<file path="config.mk">
export PLATFORM = sky130hd
export DESIGN_NAME = cpu_control_unit
export DESIGN_NICKNAME = d
export VERILOG_FILES = /design/src/rtl/cpu_control_unit.sv
export SDC_FILE = /design/constraint.sdc
export NUM_CORES = 1
export LEC_CHECK = 0
export ABC_AREA = 1
export CELL_PAD_IN_SITES_DETAIL_PLACEMENT = 1
export CELL_PAD_IN_SITES_GLOBAL_PLACEMENT = 1
export CORE_ASPECT_RATIO = 0.8
export CORE_UTILIZATION = 31
export DETAILED_ROUTE_END_ITERATION = 16
export PLACE_DENSITY = 0.84
export REMOVE_ABC_BUFFERS = 1
export SYNTH_ARGS = -nofsm -noshare
export SYNTH_HDL_FRONTEND = slang
export SYNTH_SLANG_ARGS = --single-unit
</file>
<file path="constraint.sdc">
create_clock -name clk -period 2.87 [get_ports clk]
set_input_delay 0.7175 -clock clk [delete_from_list [all_inputs] [get_ports clk]]
set_output_delay 0.7175 -clock clk [all_outputs]
set_load 0.005 [all_outputs]
</file>
<file path="src/rtl/cpu_control_unit.sv">
// Multi-cycle control unit: fetch -> decode -> execute -> write-back sequencing for an
// 8-bit ALU and register file, with PC advance and illegal-opcode detection.
module cpu_control_unit #(
  parameter int unsigned PC_W    = 8,
  parameter int unsigned PC_STEP = 4,
  parameter int unsigned REG_AW  = 3
) (
  input  logic              clk,
  input  logic              reset_n,
  input  logic              enable,
  input  logic              instr_valid,
  input  logic [31:0]       instruction,
  output logic              instr_req,
  output logic [PC_W-1:0]   pc,
  output logic [REG_AW-1:0] readreg1,
  output logic [REG_AW-1:0] readreg2,
  output logic [REG_AW-1:0] writereg,
  output logic              writeenable,
  output logic [2:0]        aluop,
  output logic              complement,
  output logic              imm_sel,
  output logic [7:0]        immediate,
  output logic              busy,
  output logic              illegal
);

  localparam logic [2:0] StIdle      = 3'd0;
  localparam logic [2:0] StFetch     = 3'd1;
  localparam logic [2:0] StDecode    = 3'd2;
  localparam logic [2:0] StExecute   = 3'd3;
  localparam logic [2:0] StWriteback = 3'd4;

  logic [2:0]      state_q, state_d;
  logic [PC_W-1:0] pc_q;
  logic [31:0]     instr_q;

  logic [7:0] opcode;
  logic [2:0] dec_aluop;
  logic       dec_comp;
  logic       dec_imm;
  logic       dec_legal;
  logic       active;

  // Upper address bits of DEST/SRC1 are deliberately ignored.
  logic unused_fields;
  assign unused_fields = ^{instr_q[23:16+REG_AW], instr_q[15:8+REG_AW]};

  always_comb begin
    state_d = state_q;
    case (state_q)
      StIdle:      if (enable) state_d = StFetch;
      StFetch:     if (instr_valid) state_d = StDecode;
      StDecode:    state_d = StExecute;
      StExecute:   state_d = StWriteback;
      StWriteback: state_d = enable ? StFetch : StIdle;
      default:     state_d = StIdle;
    endcase
  end

  always_ff @(posedge clk) begin
    if (!reset_n) begin
      state_q <= StIdle;
      pc_q    <= '0;
      instr_q <= '0;
    end else begin
      state_q <= state_d;
      if (state_q == StFetch && instr_valid) instr_q <= instruction;
      if (state_q == StWriteback) pc_q <= pc_q + PC_W'(PC_STEP);
    end
  end

  assign opcode = instr_q[31:24];

  always_comb begin
    dec_aluop = 3'b000;
    dec_comp  = 1'b0;
    dec_imm   = 1'b0;
    dec_legal = 1'b1;
    case (opcode)
      8'h00: dec_imm = 1'b1;
      8'h01: dec_aluop = 3'b000;
      8'h02: dec_aluop = 3'b001;
      8'h03: begin
        dec_aluop = 3'b001;
        dec_comp  = 1'b1;
      end
      8'h04: dec_aluop = 3'b010;
      8'h05: dec_aluop = 3'b011;
      default: dec_legal = 1'b0;
    endcase
  end

  assign active = (state_q == StDecode) || (state_q == StExecute) ||
                  (state_q == StWriteback);

  always_comb begin
    instr_req   = (state_q == StFetch);
    pc          = pc_q;
    busy        = (state_q != StIdle);
    readreg1    = active ? instr_q[8 +: REG_AW]  : '0;
    readreg2    = active ? instr_q[0 +: REG_AW]  : '0;
    writereg    = active ? instr_q[16 +: REG_AW] : '0;
    immediate   = active ? instr_q[7:0]          : 8'h00;
    aluop       = active ? dec_aluop             : 3'b000;
    complement  = active && dec_comp;
    imm_sel     = active && dec_imm;
    illegal     = (state_q == StDecode) && !dec_legal;
    // Gated by reset so a reset landing on write-back suppresses the register write.
    writeenable = (state_q == StWriteback) && dec_legal && reset_n;
  end

endmodule
</file>
== Yosys cells after proc, flatten, opt, wreduce, memory -nomap -nowiden ==
Index checks and enable logic that the tools add are counted.

* Equality and inequality tests: 11
* Reduce and logical (&&, ||, !) cells: 15
* Add/sub/neg operators: 1
* Mux-type cells: 13

{| class="wikitable"
|+ Operator list
! kind !! count
|-
| 2-to-1 mux 3 bit || 6
|-
| equality test 8 x 2 -> 1 bit, second input constant || 2
|-
| equality test 8 x 3 -> 1 bit, second input constant || 2
|-
| case mux 3 bit (5 select lines) || 1
|-
| adder 8 x 3 -> 8 bit, second input constant || 1
|-
| equality test 8 x 1 -> 1 bit, second input constant || 1
|-
| zero test 8 bit || 1
|-
| 2-to-1 mux 8 bit || 1
|-
| equality test 3 x 2 -> 1 bit, second input constant || 2
|-
| logical AND 1 bit || 6
|-
| case mux 2 bit (3 select lines) || 1
|-
| OR reduction 6 bit || 1
|-
| 2-to-1 mux 1 bit || 4
|-
| != test 2 bit, second input constant || 2
|-
| equality test 3 x 1 -> 1 bit, second input constant || 1
|-
| equality test 3 bit, second input constant || 1
|-
| zero test 3 bit || 1
|-
| nonzero test 3 bit || 1
|-
| logical OR 1 bit || 2
|-
| AND reduction 2 bit || 1
|-
| OR reduction 2 bit || 1
|-
| zero test 1 bit || 1
|}

* Input bits: 36
* Output and inout bits: 34
* Word-level logic and storage cells: 43
* Register bits: 43

== Longest topological paths before layout ==
* Word-level depth: 5
* Mapped depth: 7
* Gate-level depth less buffers: 6

== Worst setup path before layout ==
OpenSTA, ideal clock, no wires.

* Kind: input port to output port
* Start point: input port reset_n
* End point: output port writeenable
* Required time: 2.152 ns
* Path slack: 0.876 ns
* Path buffers: 2
* Arrival time: 1.277 ns
* Stages: 4
* Path through: buf_2 > clkbuf_1 > nand3_1 > inv_1

* Word-level cells in the longest chain between the ends: 1

{| class="wikitable"
|+ Ends and longest elaborated chain
! item !! RTL line !! RTL
|-
| start: declaration || 9 || <nowiki>input logic reset_n,</nowiki>
|-
| logical AND 1 bit || 109 || <nowiki>writeenable = (state_q == StWriteback) && dec_legal && reset_n;</nowiki>
|-
| end: declaration || 18 || <nowiki>output logic writeenable,</nowiki>
|}

Every way passes these cells.

== Worst setup path in the final report ==
* Start point: register state_q[1]
* End point: output port aluop[1]

* Word-level cells in the longest chain between the ends: 4
* Elaborated cells on any way between the ends: 6
* Classes of those cells: eq/ne: 3; mux: 1; reduce/logical: 2

{| class="wikitable"
|+ Ends and longest elaborated chain
! item !! RTL line !! RTL
|-
| start: declaration || 33 || <nowiki>logic [2:0] state_q, state_d;</nowiki>
|-
| start signal: assignment || 62 || <nowiki>state_q <= StIdle;</nowiki>
|-
| start signal: assignment || 66 || <nowiki>state_q <= state_d;</nowiki>
|-
| equality test 3 x 2 -> 1 bit || 93 || <nowiki>assign active = (state_q == StDecode) || (state_q == StExecute) ||</nowiki>
|-
| logical OR 1 bit || 93 ||
|-
| logical OR 1 bit * || 93 ||
|-
| 2-to-1 mux 3 bit * || 104 || <nowiki>aluop = active ? dec_aluop : 3'b000;</nowiki>
|-
| end: declaration || 19 || <nowiki>output logic [2:0] aluop,</nowiki>
|}

Every way passes the cells marked *; elsewhere a longest branch is shown, timed or not.

==> metrics.csv <==
stage,metric,value,unit
critical_path,end_kind,output port,
synthesis,ys_seq_elements,31,
floorplan,ioPinCount,70,
timing,layout_setup_ws,186.5,ps
hold_path,holdCritStartpoint,instr_q[2],
route,highest-signal-layer,met4,
critical_path,start_kind,register,
critical_path,crit_chain,"nor2_2, nand2_4, nand2_4, inv_4, nor2_1, clkdlybuf4s50_1",
pwr,peakVddDrop,0.2773,mV
critical_path,crit_required,2150,ps
placed_design,dp_hpwl,2939,µm
route,wl_met1,1770,µm
hold_path,worst_hold_path.endpoint,instr_q[2],
critical_path,path_common_cell,nand2_4,
hold_path,holdPathStages,2,
global_routing,grt_usage,0.1615,
job,maxCapViolations,0,
timing,setup_violations,0,
global_routing,grt_pass1_vias,1477,
synthesis,synth_top_family_by_area,simple AND/OR/NAND/NOR gates,
layout,design_area,2246,µm²
synthesis,ys_async_sr_fraction,0,
placed_design,portBuffers,56,
synthesis,synth_area_per_cell,7.133,µm²
route,via_per_inst,4.503,
floorplan,start_util,0.3355,
critical_path,path_class,register to output port,
pwr,fin_total_pwr,1092,µW
critical_path,slowest_delay,510,ps
critical_path,r2r-start,state_q[0],
timing,hold_viol,0,
timing,finalMaxSlewViolations,0,
route,vias,1522,
synthesis,post_synth_num_cell_types,25,
synthesis,ys.flop_type,dfxtp_1,
timing,min_period,2683,ps
pwr,power.switching,305.0,µW
clock_network,clk_latency,270,ps
clock_network,clock-sinks,31,
route,wl_per_cell,11.45,µm
placed_design,post_dp_cell_area,2146,µm²
layout,nets,314,
synthesis,yosysMostFrequentCell,nor2_1,
pwr,comb_power_share,0.215,
critical_path,cp_max_fo,16,
floorplan,die_h,66.22,µm
route,drtPass1Iterations,4,
critical_path,crit_slowest_cell,clkdlybuf4s50_1,
route,finalWirelength,3871,µm
timing,finalSetupTns,0,ps
synthesis,synth_compound_area_frac,0.09084,
route,drtIter0Drc,21,
critical_path,r2r_cells,6,
clock_network,post_cts_resized,0,
pwr,leakagePower,0.0008687,µW
timing,timing.fmax,0.3727,GHz
timing,layout_worst_path_cycle_share,0.9350,
pwr,swShare,0.2793,
route,wl_met3,176,µm
synthesis,yosys_warnings,0,
synthesis,synthCells,224,
floorplan,dieWidth,82.27,µm
synthesis,synthesis.area,1598,µm²
clock_network,clkSlewWorstSetupHoldPaths,70,ps
critical_path,rr_endpoint,instr_q[9],
route,drtAntennaViolNets,0,
global_routing,antenna_found_initial,0,
placed_design,dp_slack,293.4,ps
synthesis,yosysTopAreaCellShare,0.3884,
layout,area_growth,40.56,%
pwr,powerDensity,486.3,nW/µm²
clock_network,cts_tree,yes,
timing,skew,5.473,ps
pwr,power.internal,787.0,µW
layout,utilization,0.4716,
clock_network,numCtsBuffers,5,
floorplan,design.die.area,5447,µm²
synthesis,synth_area_leaders,"dfxtp_1, nor2_1, nor2_4",
layout,drive_above_1_share,0.1043,
global_routing,grt_max_degree,28,
clock_network,h-tree-depth,2,
pwr,seqPwrFrac,0.445,
clock_network,cts_root_buf,clkbuf_8,
clock_network,post_cts_buffers,0,
critical_path,r2r_slack,1420,ps
pwr,p_clk_frac,0.340,
synthesis,seq_area_frac_synth,0.3884,
layout,antennaDiodeCount,0,
route,drc,0,
layout,fillers,617,
synthesis,synth.mux.area_fraction,0,
clock_network,hold_buffers,0,
global_routing,grt_remaining_overflow,0,
critical_path,arrival,1970,ps
synthesis,yosys.area_share.adder,0.007831,
global_routing,grt_pass1_wl,6596,µm
synthesis,synthSimpleGateAreaFrac,0.3610,
placed_design,gp_congestion,0.7677,
synthesis,yosys.area.top_type,dfxtp_1,
floorplan,row_count,22,
synthesis,yosys-top-cells-count,"nor2_1, dfxtp_1, inv_1, nand2_1, o21ai_1",
timing,rsz0062_at_grt,no,
synthesis,synth_xor_xnor_area_share,0.01096,
status,status,completed,
route,wl_met2,1891,µm
synthesis,synth_edf_count,0,
floorplan,core_area,4762,µm²
hold_path,hp-class,register to register,
clock_network,clockBufferDepth,2,
-- final cells by class --
type / instances / area [µm²] / area share
Inverter: 29 / 111.4 / 0.04958
Tap cell: 60 / 75.07 / 0.03343
Sequential cell: 31 / 620.6 / 0.2763
Timing Repair Buffer: 58 / 575.6 / 0.2563
Multi-Input combinational cell: 152 / 763.2 / 0.3398
Clock buffer: 8 / 100.1 / 0.04457
-- kinds of logic after synthesis --
| family | after synthesis |
|---|---|
| AO/OA/AOI/OAI | 29 |
| XOR/XNOR | 2 |
| buffers and inverters | 43 |
| flip-flops | 31 |
| AND/OR/NAND/NOR | 117 |
| adder cells (fa/ha/maj) | 1 |
| other | 1 |
-- flip-flops by register name (all words and copies together), names as in the netlist --
signal   flops
instr_q     22
pc           6
state_q      3
-- worst max-delay path by stage --
stage	cells past startpoint	end	start
finish	6	aluop[1]	state_q[1]
global route	6	readreg1[2]	state_q[1]
floorplan	5	aluop[0]	state_q[2]
CTS	6	aluop[1]	state_q[1]
detailed placement	4	writeenable	reset_n
global placement	4	writeenable	reset_n
-- per-stage QoR --
step / hold slack [ps] / cells
after floorplan: 455.0 / 212
after global placement: 463.5 / 330
after detailed placement: 472.0 / 330
after CTS: 486.8 / 338
after global routing: 509.7 / 338
final: 482.7 / 338
-- per-layer routing --
layer | GRT usage | vias to the layer above
met2 | 0.2851 | 37
li1 | - | 785
met1 | 0.1862 | 695
met3 | 0.04414 | 5
met5 | 0 | -
met4 | 0.05263 | 0
-- critical path: cells and delay by family (launching register included) --
kind / cells / cell delay (ps)
and+or+nand+nor: 4 / 690
buffers and inverters: 2 / 630
DFF: 1 / 370
-- power groups by stage --
stage	Clock (µW)	Sequential [µW]	Combinational (µW)
4_1_cts	382	487	240
2_1_floorplan	0	491	140
6_report	371	486	235
3_3_place_gp	0	494	232
3_5_place_dp	0	496	239
5_1_grt	412	492	264
-- layout by cell type, fill, tap and decap left out --
master           instances
nand3_1                  6
nor2_1                  66
a21oi_1                  6
clkbuf_1                 1
nor2_4                  12
o21ai_0                  3
nand3b_1                 2
ha_1                     1
conb_1                   3
buf_4                    2
nor3_1                   3
nand2_1                 22
o21ai_1                 20
nand4_1                  2
inv_2                    3
clkbuf_8                 7
xor2_1                   2
inv_1                   25
nand2_4                  2
inv_4                    1
dfxtp_1                 31
nor2_2                   1
clkdlybuf4s50_1         56
nand3_2                  1
Note: power is estimated with default switching activity, not from simulation.
